[src/rtl/cpu_control_fsm_if.sv]
// rtl/cpu_control_fsm_if.sv - instruction fetch handshake between sequencer and instruction memory
interface cpu_control_fsm_if;
  logic        req;
  logic [7:0]  addr;
  logic        valid;
  logic [15:0] data;

  modport master (output req, output addr, input valid, input data);
  modport slave  (input req, input addr, output valid, output data);
endinterface

[src/rtl/cpu_control_fsm.sv]
// rtl/cpu_control_fsm.sv - fetch/decode/execute/writeback sequencer owning the PC
// and driving register-file addresses, write strobe, write-back select and ALU op.
module cpu_control_fsm #(
  parameter logic [7:0] PC_RESET = 8'h00
) (
  input  logic                     clk,
  input  logic                     rst_n,
  cpu_control_fsm_if.master        imem,
  input  logic [7:0]               rs1_data,
  output logic [2:0]               reg_dst,
  output logic [2:0]               reg_src1,
  output logic [2:0]               reg_src2,
  output logic                     reg_write,
  output logic [1:0]               wb_sel,
  output logic [2:0]               alu_op,
  output logic [7:0]               imm,
  output logic [7:0]               pc,
  output logic                     halted
);

  typedef enum logic [2:0] {
    S_FETCH     = 3'd0,
    S_DECODE    = 3'd1,
    S_EXECUTE   = 3'd2,
    S_WRITEBACK = 3'd3,
    S_HALT      = 3'd4
  } state_t;

  localparam logic [3:0] OP_ADD  = 4'h1;
  localparam logic [3:0] OP_SUB  = 4'h2;
  localparam logic [3:0] OP_AND  = 4'h3;
  localparam logic [3:0] OP_OR   = 4'h4;
  localparam logic [3:0] OP_XOR  = 4'h5;
  localparam logic [3:0] OP_LDI  = 4'h6;
  localparam logic [3:0] OP_MOV  = 4'h7;
  localparam logic [3:0] OP_JMP  = 4'h8;
  localparam logic [3:0] OP_BEQZ = 4'h9;
  localparam logic [3:0] OP_HALT = 4'hF;

  state_t      state, state_nx;
  logic [15:0] instr;
  logic [7:0]  next_pc;
  logic [3:0]  op;
  logic [2:0]  alu_op_dec;
  logic [1:0]  wb_sel_dec;
  logic        writes_rd;
  logic [7:0]  target_pc;

  assign op       = instr[15:12];
  assign reg_dst  = instr[11:9];
  assign reg_src1 = instr[8:6];
  assign reg_src2 = instr[5:3];
  assign imm      = instr[7:0];

  // Gating with rst_n keeps the strobes quiet during the reset cycle itself,
  // so an instruction aborted in WRITEBACK never writes.
  assign imem.req  = rst_n && (state == S_FETCH);
  assign imem.addr = pc;
  assign reg_write = rst_n && (state == S_WRITEBACK) && writes_rd;
  assign halted    = (state == S_HALT);

  always_ff @(posedge clk) begin
    if (!rst_n) state <= S_FETCH;
    else        state <= state_nx;
  end

  always_comb begin
    state_nx = state;
    case (state)
      S_FETCH:     if (imem.valid) state_nx = S_DECODE;
      S_DECODE:    state_nx = (op == OP_HALT) ? S_HALT : S_EXECUTE;
      S_EXECUTE:   state_nx = S_WRITEBACK;
      S_WRITEBACK: state_nx = S_FETCH;
      S_HALT:      state_nx = S_HALT;
      default:     state_nx = S_FETCH;
    endcase
  end

  always_comb begin
    alu_op_dec = 3'b000;
    wb_sel_dec = 2'b00;
    writes_rd  = 1'b0;
    target_pc  = pc + 8'd1;
    case (op)
      OP_ADD:  begin alu_op_dec = 3'b000; writes_rd = 1'b1; end
      OP_SUB:  begin alu_op_dec = 3'b001; writes_rd = 1'b1; end
      OP_AND:  begin alu_op_dec = 3'b010; writes_rd = 1'b1; end
      OP_OR:   begin alu_op_dec = 3'b011; writes_rd = 1'b1; end
      OP_XOR:  begin alu_op_dec = 3'b100; writes_rd = 1'b1; end
      OP_LDI:  begin wb_sel_dec = 2'b01;  writes_rd = 1'b1; end
      OP_MOV:  begin wb_sel_dec = 2'b10;  writes_rd = 1'b1; end
      OP_JMP:  target_pc = instr[7:0];
      OP_BEQZ: if (rs1_data == 8'h00) target_pc = instr[7:0];
      default: ;
    endcase
  end

  always_ff @(posedge clk) begin
    if (!rst_n) begin
      pc      <= PC_RESET;
      instr   <= 16'h0000;
      next_pc <= PC_RESET;
      wb_sel  <= 2'b00;
      alu_op  <= 3'b000;
    end else begin
      case (state)
        S_FETCH:     if (imem.valid) instr <= imem.data;
        S_DECODE:    begin
          alu_op <= alu_op_dec;
          wb_sel <= wb_sel_dec;
        end
        // rs1_data is only trusted here, after the async regfile read has settled.
        S_EXECUTE:   next_pc <= target_pc;
        S_WRITEBACK: pc <= next_pc;
        default:     ;
      endcase
    end
  end

endmodule

[src/flat_wrapper.sv]
// flat-port wrapper written by rule: the top's interface ports become plain ports
module cpu_control_fsm_flat 
#(
  parameter logic [7:0] PC_RESET = 8'h00
)
  (clk, rst_n, rs1_data, reg_dst, reg_src1, reg_src2, reg_write, wb_sel, alu_op, imm, pc, halted, imem_req, imem_addr, imem_valid, imem_data);
  cpu_control_fsm_if imem_i ();
  input  logic clk;
  input  logic rst_n;
  input  logic [7:0] rs1_data;
  output logic [2:0] reg_dst;
  output logic [2:0] reg_src1;
  output logic [2:0] reg_src2;
  output logic reg_write;
  output logic [1:0] wb_sel;
  output logic [2:0] alu_op;
  output logic [7:0] imm;
  output logic [7:0] pc;
  output logic halted;
  output wire logic [$bits(imem_i.req)-1:0] imem_req;
  output wire logic [$bits(imem_i.addr)-1:0] imem_addr;
  input wire logic [$bits(imem_i.valid)-1:0] imem_valid;
  input wire logic [$bits(imem_i.data)-1:0] imem_data;
  assign imem_req = imem_i.req;
  assign imem_addr = imem_i.addr;
  assign imem_i.valid = imem_valid;
  assign imem_i.data = imem_data;
  cpu_control_fsm #(.PC_RESET(PC_RESET)) u_core (.clk(clk), .rst_n(rst_n), .imem(imem_i), .rs1_data(rs1_data), .reg_dst(reg_dst), .reg_src1(reg_src1), .reg_src2(reg_src2), .reg_write(reg_write), .wb_sel(wb_sel), .alu_op(alu_op), .imm(imm), .pc(pc), .halted(halted));
endmodule
[config.mk]
export PLATFORM = sky130hd
export DESIGN_NAME = cpu_control_fsm_flat
export DESIGN_NICKNAME = d
export VERILOG_FILES = /design/src/rtl/cpu_control_fsm_if.sv /design/src/rtl/cpu_control_fsm.sv /design/src/flat_wrapper.sv
export SDC_FILE = /design/constraint.sdc
export NUM_CORES = 1
export LEC_CHECK = 0
export ABC_AREA = 1
export CORE_MARGIN = 4
export CORE_UTILIZATION = 49
export DETAILED_ROUTE_END_ITERATION = 12
export PLACE_DENSITY = 0.85
export REMOVE_ABC_BUFFERS = 1
export SKIP_LAST_GASP = 1
export SYNTH_ARGS = -nofsm -noshare
export SYNTH_HDL_FRONTEND = slang
export SYNTH_SLANG_ARGS = --single-unit
[constraint.sdc]
create_clock -name clk -period 1.75 [get_ports clk]
set_input_delay 0.2625 -clock clk [delete_from_list [all_inputs] [get_ports clk]]
set_output_delay 0.2625 -clock clk [all_outputs]
set_load 0.005 [all_outputs]
==> results.toml, run 1 <==
[cts]
path_clk_slew_ns = 0.07
clock-root-buffer = "clkbuf_8"
htreeDepth = 2
cts_setup_buffers = 0
clkLatencyLatePin_ns = 0.29
cts_hold_buffers = 0
cts_tree = "done"
cts_buffer_depth = 2
clock_sinks = 40
cts_buffers = 5
cts_resized = 4

[detailed_routing]
drc_errors = 0
viasPerCell = 5.03
ant_nets = 0
drtPass1Iterations = 4
totalWireLength_mm = 4.55
routedWlPerCell_um = 12.1
vias = 1891
drt_iter0_drc = 129

[flow_run]
maxCapViolCount = 0

[floorplan]
die_area_um2 = 5200
chipWidth_um = 72.1
start_util_pct = 50.3
num_rows = 23
ios = 68
die-height_um = 72.1
core_um2 = 4000

[setup_path]
critPathRequiredTime_ns = 1.49
arrival_ns = 1.33
cp.depth = 4
crit_type = "register to output port"
critPathMaxFanout = 3
reg2regPathDepth = 8
cpPeakStageDelay_ns = 0.34
critPathBufInv = 2
cp_top_family = "buffers and inverters"
crit_path_end_kind = "output port"
critPathSlowestCell = "dfxtp_1"
start_kind = "register"
crit_chain = "inv_1 > nand3_1 > nor4_1 > dlygate4sd2_1"

[status]
status = "complete, no violations"

[global_route]
grt_overflow = 0
track_usage_pct = 17.9
grt_pass1_vias = 1786
antenna_found_initial = 0
grt_max_degree = 33
grt_pass1_wl_mm = 7.42

[synth]
yosysUniqueCellTypes = 26
syn_avg_cell_area_um2 = 7.16
seq_area_frac_synth_pct = 39.8
yosysWarningCount = 0
syn-cell-area_um2 = 2010
ys_ff_latch = 40
syn_inst = 281

[placement]
dp.final_hpwl_mm = 3.26
gp_congestion = 0.824
io_buffer_count = 67
dpl.cell_count = 368

[finish]
stdcell_count = 376
fin_nets = 353
fillers = 352
layout-drive-gt1-share_pct = 9.20
insertedDiodeCount = 0
syn_to_final_growth_pct = 32.9
fin_util_pct = 66.9

[sta]
fin_skew_ns = 0.00579
worstMarginPinSlew_ns = 0.361
rsz0062_at_grt = "no"
max_freq_ghz = 0.629
maxSlewHeadroom_pct = 75.9
maxSlewViolCount = 0
fin_crit_sh_pct = 90.8
hold_violations = 0
fin_crit_ns = 1.59
setup_viol = 0

[pwr]
p_int_uw = 1710
sw_frac_of_total_pct = 25.0
power.density_nw_per_um2 = 852
leakagePower_uw = 0.00112
p_clk_share_pct = 36.1
seqPwrFrac_pct = 45.5
pwr-share-comb_pct = 18.4
power.switching_uw = 571
vdd.ir_drop.worst_mv = 0.506

[min_path]
hp-class = "register to register"
worstHoldPathCells = 2
==> layout by cell type, fill, tap and decap left out, types with 2 or more instances in the layout <==
master,Yosys,final
clkdlybuf4s50_1,0,64
dfxtp_1,40,39
nor2_1,34,34
inv_1,32,32
a21oi_1,30,30
nand2_1,29,29
o21ai_0,27,27
nand3_1,22,22
clkbuf_8,0,7
o21ai_1,6,6
inv_2,5,5
buf_4,25,4
nor2_4,3,3
nor3_1,4,3
nand2_2,3,3
nor2_2,2,2
nand2_4,2,2
xor2_1,2,2
dlygate4sd2_1,0,2
==> logic make-up (layout without fill, tap and decap cells) <==
group	after synthesis	in the layout	synth area share [%]
AND/OR/NAND/NOR	102	102	23.7
buffers and inverters	71	116	18.5
flip-flops	40	40	39.8
AO/OA/AOI/OAI	64	64	16.2
XOR/XNOR	3	3	1.31
adder cells (fa/ha/maj)	1	1	0.621
==> metal layers <==
metal	track usage, %	vias to the layer above	part of all wire (%)
met3	4.29	9	6.4
met1	19.7	850	42
met2	31.4	67	50
met5	0	-	0
met4	10.0	0	1.8
li1	-	965	-
==> state kept, by name, indices dropped and copies added (netlist names) <==
name / cells
u_core.alu_op: 3
u_core.imem.addr: 8
u_core.instr: 16
u_core.next_pc: 8
u_core.state: 3
u_core.wb_sel: 2
==> final cells by class <==
type                       instances  area (um2)  share of cell area (%)
clock buffer                       7        96.3                    3.60
sequential                        40         802                    30.0
tap                               50        62.6                    2.34
clock inverter                     1        30.0                    1.12
timing repair buffer              71         701                    26.2
multi-input combinational        170         846                    31.6
inverter                          37         139                    5.19
==> per-stage QoR <==
stage	hold slack, ns	worst slack (ns)	TNS, ns	area [um2]	total power [uW]
3_3_place_gp	0.430	-0.101	-0.110	2540	1470
4_1_cts	0.447	0.0236	0	2670	2300
6_report	0.444	0.161	0	2680	2280
2_1_floorplan	0.398	0.504	0	1780	1240
5_1_grt	0.472	0.0617	0	2680	2380
3_5_place_dp	0.436	-0.134	-0.166	2540	1480
==> worst paths after layout <==
check | startpoint | slack, ns | to
worst max-delay path | u_core.state[2]$_SDFFE_PN0P_ | 0.16 | reg_write
worst min-delay path | u_core.instr[11]$_SDFFE_PN0P_ | 0.44 | u_core.instr[11]$_SDFFE_PN0P_
worst max register to register | u_core.imem.addr[0]$_SDFFE_PN0N_ | 0.36 | u_core.next_pc[6]$_SDFFE_PN0N_
worst min register to register | u_core.instr[11]$_SDFFE_PN0P_ | 0.44 | u_core.instr[11]$_SDFFE_PN0P_
==> Yosys cell counts <==
master | instances | share of area (%)
nor2_4 | 3 | 1.7
o211a_1 | 1 | 0.50
ha_1 | 1 | 0.62
nand4_1 | 1 | 0.31
nor2_2 | 2 | 0.62
nand2_2 | 3 | 0.93
xnor2_1 | 1 | 0.44
nor4_1 | 1 | 0.31
nor3_1 | 4 | 0.99
inv_1 | 32 | 6.0
buf_2 | 3 | 0.75
buf_6 | 1 | 0.56
a21oi_1 | 30 | 7.5
nand3_1 | 22 | 5.5
nor2_1 | 34 | 6.3
buf_4 | 25 | 9.3
clkbuf_1 | 4 | 0.75
o21ai_0 | 27 | 6.7
nand2_1 | 29 | 5.4
nand2_4 | 2 | 1.1
o21ai_1 | 6 | 1.5
inv_2 | 5 | 0.93
buf_1 | 1 | 0.19
dfxtp_1 | 40 | 40
nand3_2 | 1 | 0.50
xor2_1 | 2 | 0.87
==> power groups by stage <==
stage	combinational (uW)	sequential [uW]	clock, uW
floorplan	185	1050	0
global placement	412	1050	0
detailed placement	422	1060	0
CTS	425	1040	836
global route	463	1050	865
finish	421	1040	824
==> worst register-to-register path: stages (launching register included) <==
cell	delay (ns)
dfxtp_1	0.41
ha_1	0.21
nand3_1	0.14
o21ai_0	0.19
nand2_1	0.08
nand3_1	0.08
nand3_1	0.08
nand2_1	0.07
inv_1	0.03
Note: power is estimated with default switching activity, not from simulation.
==> inputs of run 2 (changes only) <==
--- a/config.mk
+++ b/config.mk
@@ -9,6 +9,7 @@
 export CORE_MARGIN = 4
 export CORE_UTILIZATION = 49
 export DETAILED_ROUTE_END_ITERATION = 12
+export GPL_ROUTABILITY_DRIVEN = 0
 export PLACE_DENSITY = 0.85
 export REMOVE_ABC_BUFFERS = 1
 export SKIP_LAST_GASP = 1
==> results of run 2 <==
The final DEF is identical to that of run 1; final timing and power are the same.
==> patch 1, RTL diff (config.mk and constraints of run 2) <==
Re-encode `state_t` (5 states) as one-hot, 5 bits wide.
--- a/src/rtl/cpu_control_fsm.sv
+++ b/src/rtl/cpu_control_fsm.sv
@@ -19,10 +19,10 @@
 );
 
-  typedef enum logic [2:0] {
-    S_FETCH     = 3'd0,
-    S_DECODE    = 3'd1,
-    S_EXECUTE   = 3'd2,
-    S_WRITEBACK = 3'd3,
-    S_HALT      = 3'd4
+  typedef enum logic [4:0] {
+    S_FETCH     = 5'b00001,
+    S_DECODE    = 5'b00010,
+    S_EXECUTE   = 5'b00100,
+    S_WRITEBACK = 5'b01000,
+    S_HALT      = 5'b10000
   } state_t;
 
Behaviour: same outputs for any inputs over 10 cycles, from zero or initial values and one cycle with rst_n low; not proved beyond that.
==> patch 1 against run 2 <==
  * Highest routed layer unchanged
  * Routed wire length increased by 16%
  * Worst setup slack got worse by 0.10 ns
  * Total power decreased by 8.7%
  * Via count increased by 8.5%
  * Area after synthesis increased by 7.9%
  * Final area increased by 7.5%
  * Non-clock buffer count increased by 12
  * Largest power group unchanged
  * Sequential cell count increased by 2
==> patch 1: results (changes against run 2) <==
stage,metric,value,unit,change
global_routing,largest net degree at the start of global routing,34,,+3.0%
run_status,outcome,"finished, final reports clean",,
cells_and_area,final-layout fill cell count,361,,+2.6%
global_routing,Global Route Usage Sum,19.79,%,+1.9 points
min_path,min-delay worst type,reg -> reg,,
setup_path,"delay-heaviest family, CP",flip-flops,,
placed_design,placed cell area,2758,µm²,+8.4%
global_routing,vias in the first global route,1983,,+11%
setup_path,WP data arrival,1.43,ns,+0.10 ns
synth,yosys warns,0,,unchanged
routing,via count,2051,,+8.5%
synth,top post-synthesis cells by area,"dfxtp_1 (39%), buf_4 (8.6%), a21oi_1 (6.7%), inv_1 (6.6%), nand3_1 (6.0%)",,
global_routing,first-pass GRT wire length,8.452,mm,+14%
cells_and_area,final net count,378,,+7.1%
setup_path,worst r2r src,u_core.state[3]$_SDFFE_PN0P_,,
synth,post-synthesis sequential area ratio,38.71,%,-1.1 points
cells_and_area,Antenna diodes,0,,unchanged
routing,DRT Pass-1 Iters,6,,+2
sta,Clock Skew,0.004809,ns,-0.0009804 ns
setup_path,critical path's largest stage delay,0.32,ns,-0.02 ns
routing,initial drt markers,197,,+53%
pwr,Leak,1.197,nW,+7.1%
placed_design,DP Wirelength,3.829,mm,+17%
setup_path,crit path launch,u_core.state[0]$_SDFFE_PN1P_,,
min_path,hold_sp,u_core.instr[10]$_SDFFE_PN0P_,,
pwr,switching pwr,0.0005470,W,-4.3%
synth,post-synth cell types,30,,+15%
cells_and_area,max FFs per register,16,,unchanged
pwr,Max VDD drop,461.4,µV,-8.8%
[patch 1: changes by cell type after synthesis, sizes merged, moves of 4 or more]
cell   before  now
nand3      23   27
inv        37   42
nand4       1    5
nor2       39   33
[patch 1: power by group through the flow]
stage / Sequential, W / Clock (W) / Combinational (W)
floorplan: 0.00107 / 0 / 0.000153
detailed placement: 0.00106 / 0 / 0.000407
CTS: 0.00104 / 0.000626 / 0.000417
finish: 0.00104 / 0.000618 / 0.000423
global placement: 0.00106 / 0 / 0.000397
global route: 0.00105 / 0.000660 / 0.000465
[patch 1: final timing paths]
path / to / slack (ns) / depth (start not counted)
worst max-delay path: reg_write / 0.06 / 4
worst min-delay path: u_core.instr[10]$_SDFFE_PN0P_ / 0.44 / 2
worst max register to register: u_core.instr[3]$_SDFFE_PN0P_ / 0.15 / 7
worst min register to register: u_core.instr[10]$_SDFFE_PN0P_ / 0.44 / 2
[patch 1: stage by stage]
stage | TNS [ns] | hold WS (ns) | cells | util (%)
final | 0 | 0.4428 | 399 | 69.41
after global placement | -0.3183 | 0.4280 | 390 | 66.55
after CTS | 0 | 0.4447 | 398 | 69.29
after floorplan | 0 | 0.3411 | 259 | -
after detailed placement | -0.5593 | 0.4341 | 390 | 66.55
after global routing | -0.02453 | 0.4584 | 399 | 69.41
[patch 1: kinds of logic (layout without fill, tap and decap cells)]
| logic type | after synthesis | count (layout) | share of synthesized area [%] |
|---|---|---|---|
| AO/OA/AOI/OAI | 65 | 65 | 16.01 |
| XOR/XNOR | 4 | 4 | 1.613 |
| adder cells (fa/ha/maj) | 1 | 1 | 0.5759 |
| buffers and inverters | 76 | 131 | 18.89 |
| flip-flops | 42 | 42 | 38.71 |
| AND/OR/NAND/NOR | 105 | 106 | 24.19 |
[patch 1: worst min-delay path, stage by stage (launching register included)]
cell and delay, ns:
dfxtp_1 0.31, inv_1 0.04, a21oi_1 0.05
[patch 1: what timing repair did]
| item | 4_1_cts | 5_1_grt |
|---|---|---|
| endpoints found under the setup margin | 3 | 15 |
| gates resized for setup | 8 | 2 |
| pin swaps | 2 | 1 |
| buffers inserted | 2 | 0 |
| gates cloned | 0 | 1 |
[patch 1: per-layer routing]
layer | GRT usage [%] | part of all wire, % | vias up
met5 | 0 | 0 | -
met3 | 4.189 | 6.2 | 6
met1 | 23.34 | 41 | 942
met2 | 35.22 | 52 | 67
li1 | - | - | 1036
met4 | 7.115 | 1.2 | 0
[patch 1: cell type report]
cell class	instances	share of cell area, %
clock buffer	6	2.871
inverter	42	5.481
multi-input combinational	176	32.88
sequential	42	29.23
tap	50	2.175
timing repair buffer	83	27.36
==> patch 2, RTL diff (settings of run 2) <==
Made on the original files. Register the input `rs1_data` before use, without a reset. The logic sees it one clock later. The other inputs are not delayed to match.
--- a/src/rtl/cpu_control_fsm.sv
+++ b/src/rtl/cpu_control_fsm.sv
@@ -37,4 +37,10 @@
   localparam logic [3:0] OP_BEQZ = 4'h9;
   localparam logic [3:0] OP_HALT = 4'hF;
+
+  logic [7:0] rs1_data_q;
+
+  always_ff @(posedge clk) begin
+    rs1_data_q <= rs1_data;
+  end
 
   state_t      state, state_nx;
@@ -91,5 +97,5 @@
       OP_MOV:  begin wb_sel_dec = 2'b10;  writes_rd = 1'b1; end
       OP_JMP:  target_pc = instr[7:0];
-      OP_BEQZ: if (rs1_data == 8'h00) target_pc = instr[7:0];
+      OP_BEQZ: if (rs1_data_q == 8'h00) target_pc = instr[7:0];
       default: ;
     endcase
Function: changed (Yosys sat finds a counterexample within 10 cycles, from zero or initial values and one cycle with rst_n low).
==> patch 2 against run 2 <==
  * Global-route usage shrank 0.34 points
  * Critical path depth stayed put
  * Area after synthesis increased by 11%
  * Clock skew up 0.0037 ns
  * Routed wire length is 4.7% higher
  * Sequential share of layout area is 3.7 points higher
  * Sequential cell count is 8 higher
  * Total power decreased by 0.97%
  * Sequential power increased by 18%
  * Cell count grew 6.1%
  * Core utilization decreased by 1.8 points
  * Worst setup slack got worse by 0.075 ns
  * Final area rose by 6.6%
==> patch 2: results (changes against run 2) <==
stage,metric,value,unit,change
synth,post-synth cell types,24,,-7.7%
cells_and_area,layout cells sized above 1,8.934,%,-0.27 points
sta,Clock Skew,0.009490,ns,+0.003701 ns
cells_and_area,Post-Layout Cell Count,399,,+6.1%
global_routing,Global Route Usage Sum,17.59,%,-0.34 points
setup_path,R2R setup slack,0.33,ns,-0.03 ns
synth,Synth Area per Inst,7.396,µm²,+3.2%
placed_design,pre-CTS WS,-0.2194,ns,-0.08558 ns
min_path,min-delay worst type,in -> reg,,
placed_design,DP Wirelength,3.477,mm,+6.5%
routing,vias per inst,4.932,,-1.9%
sta,actual slew at the worst max-slew pin,0.3643,ns,+0.003395 ns
global_routing,largest net degree at the start of global routing,33,,unchanged
setup_path,WP data arrival,1.40,ns,+0.07 ns
pwr,Max VDD drop,441.8,µV,-13%
synth,top post-synthesis cells by count,"dfxtp_1 (48), nand2_1 (44), inv_1 (33)",,
clock_network,"CTS clk-pin slew, worst paths",0.08,ns,
setup_path,crit path launch,rst_n,,
routing,initial drt markers,115,,-11%
run_status,outcome,"finished, final reports clean",,
pwr,Leak,1.175,nW,+5.1%
clock_network,Post-CTS Setup Inserts,0,,unchanged
placed_design,placed cell area,2769,µm²,+8.9%
routing,total wire length,4.764,mm,+4.7%
global_routing,first-pass GRT wire length,7.741,mm,+4.3%
min_path,hold path endpoint,u_core.rs1_data_q[0]$_DFF_P_,,
min_path,hold_sp,rs1_data[0],,
synth,top post-synthesis cells by area,"dfxtp_1 (43%), buf_4 (8.7%), nand2_1 (7.4%), a21oi_1 (6.7%), o21ai_0 (6.0%)",,
placed_design,placed cells,392,,+6.5%
synth,post-synthesis sequential area ratio,42.88,%,+3.1 points
cells_and_area,final net count,375,,+6.2%
min_path,Hold Crit Depth,1,,-1
sta,worst hold slack,0.3973,ns,-0.04678 ns
global_routing,vias in the first global route,1806,,+1.1%
-- patch 2: changes by cell type after synthesis, moves of 2 or more --
cell | before | now
nand2_1 | 29 | 44
dfxtp_1 | 40 | 48
nor2_1 | 34 | 29
inv_2 | 5 | 7
nand3_1 | 22 | 24
-- patch 2: kinds of logic (layout without fill, tap and decap cells) --
logic type / count (synthesis) / count (layout) / share of synthesized area (%)
AOI/OAI and AO/OA: 65 / 65 / 14.96
buffers and inverters: 74 / 118 / 17.31
and+or+nand+nor: 112 / 112 / 23.12
DFF: 48 / 48 / 42.88
adders and majority gates: 1 / 1 / 0.5583
xor gates and xnor gates: 3 / 3 / 1.173
-- patch 2: cell type report --
| type | instances | area [µm²] |
|---|---|---|
| fillers | 401 | 1530 |
| flip-flops and latches | 48 | 962.2 |
| multi-input cells | 181 | 902.1 |
| repair buffers | 71 | 696.9 |
| inverters | 40 | 150.1 |
| clock buffers | 6 | 72.57 |
| well taps | 52 | 65.06 |
| clock inverters | 1 | 5.005 |
-- patch 2: layer usage --
metal,vias up,GRT usage [%],part of all wire [%]
met5,-,0,0
met4,0,7.379,1.7
met3,6,4.222,4.5
met2,46,30.01,50
met1,888,21.14,44
li1,1028,-,-
-- patch 2: power by group --
group / leakage (nW) / internal (W) / switching [W]
sequential: 0.396 / 0.00117 / 0.0000577
clock: 0.0410 / 0.000272 / 0.000345
combinational: 0.738 / 0.000223 / 0.000193
-- patch 2: critical path, stage by stage --
cell	delay (ns)
clkdlybuf4s50_1	0.50
inv_1	0.09
nor4_1	0.25
dlygate4sd2_1	0.29
-- patch 2: timing repair --
item	CTS	global route
resized for setup	5	1
endpoints found under the setup margin	3	1
gates cloned	0	0
pin swaps	0	0
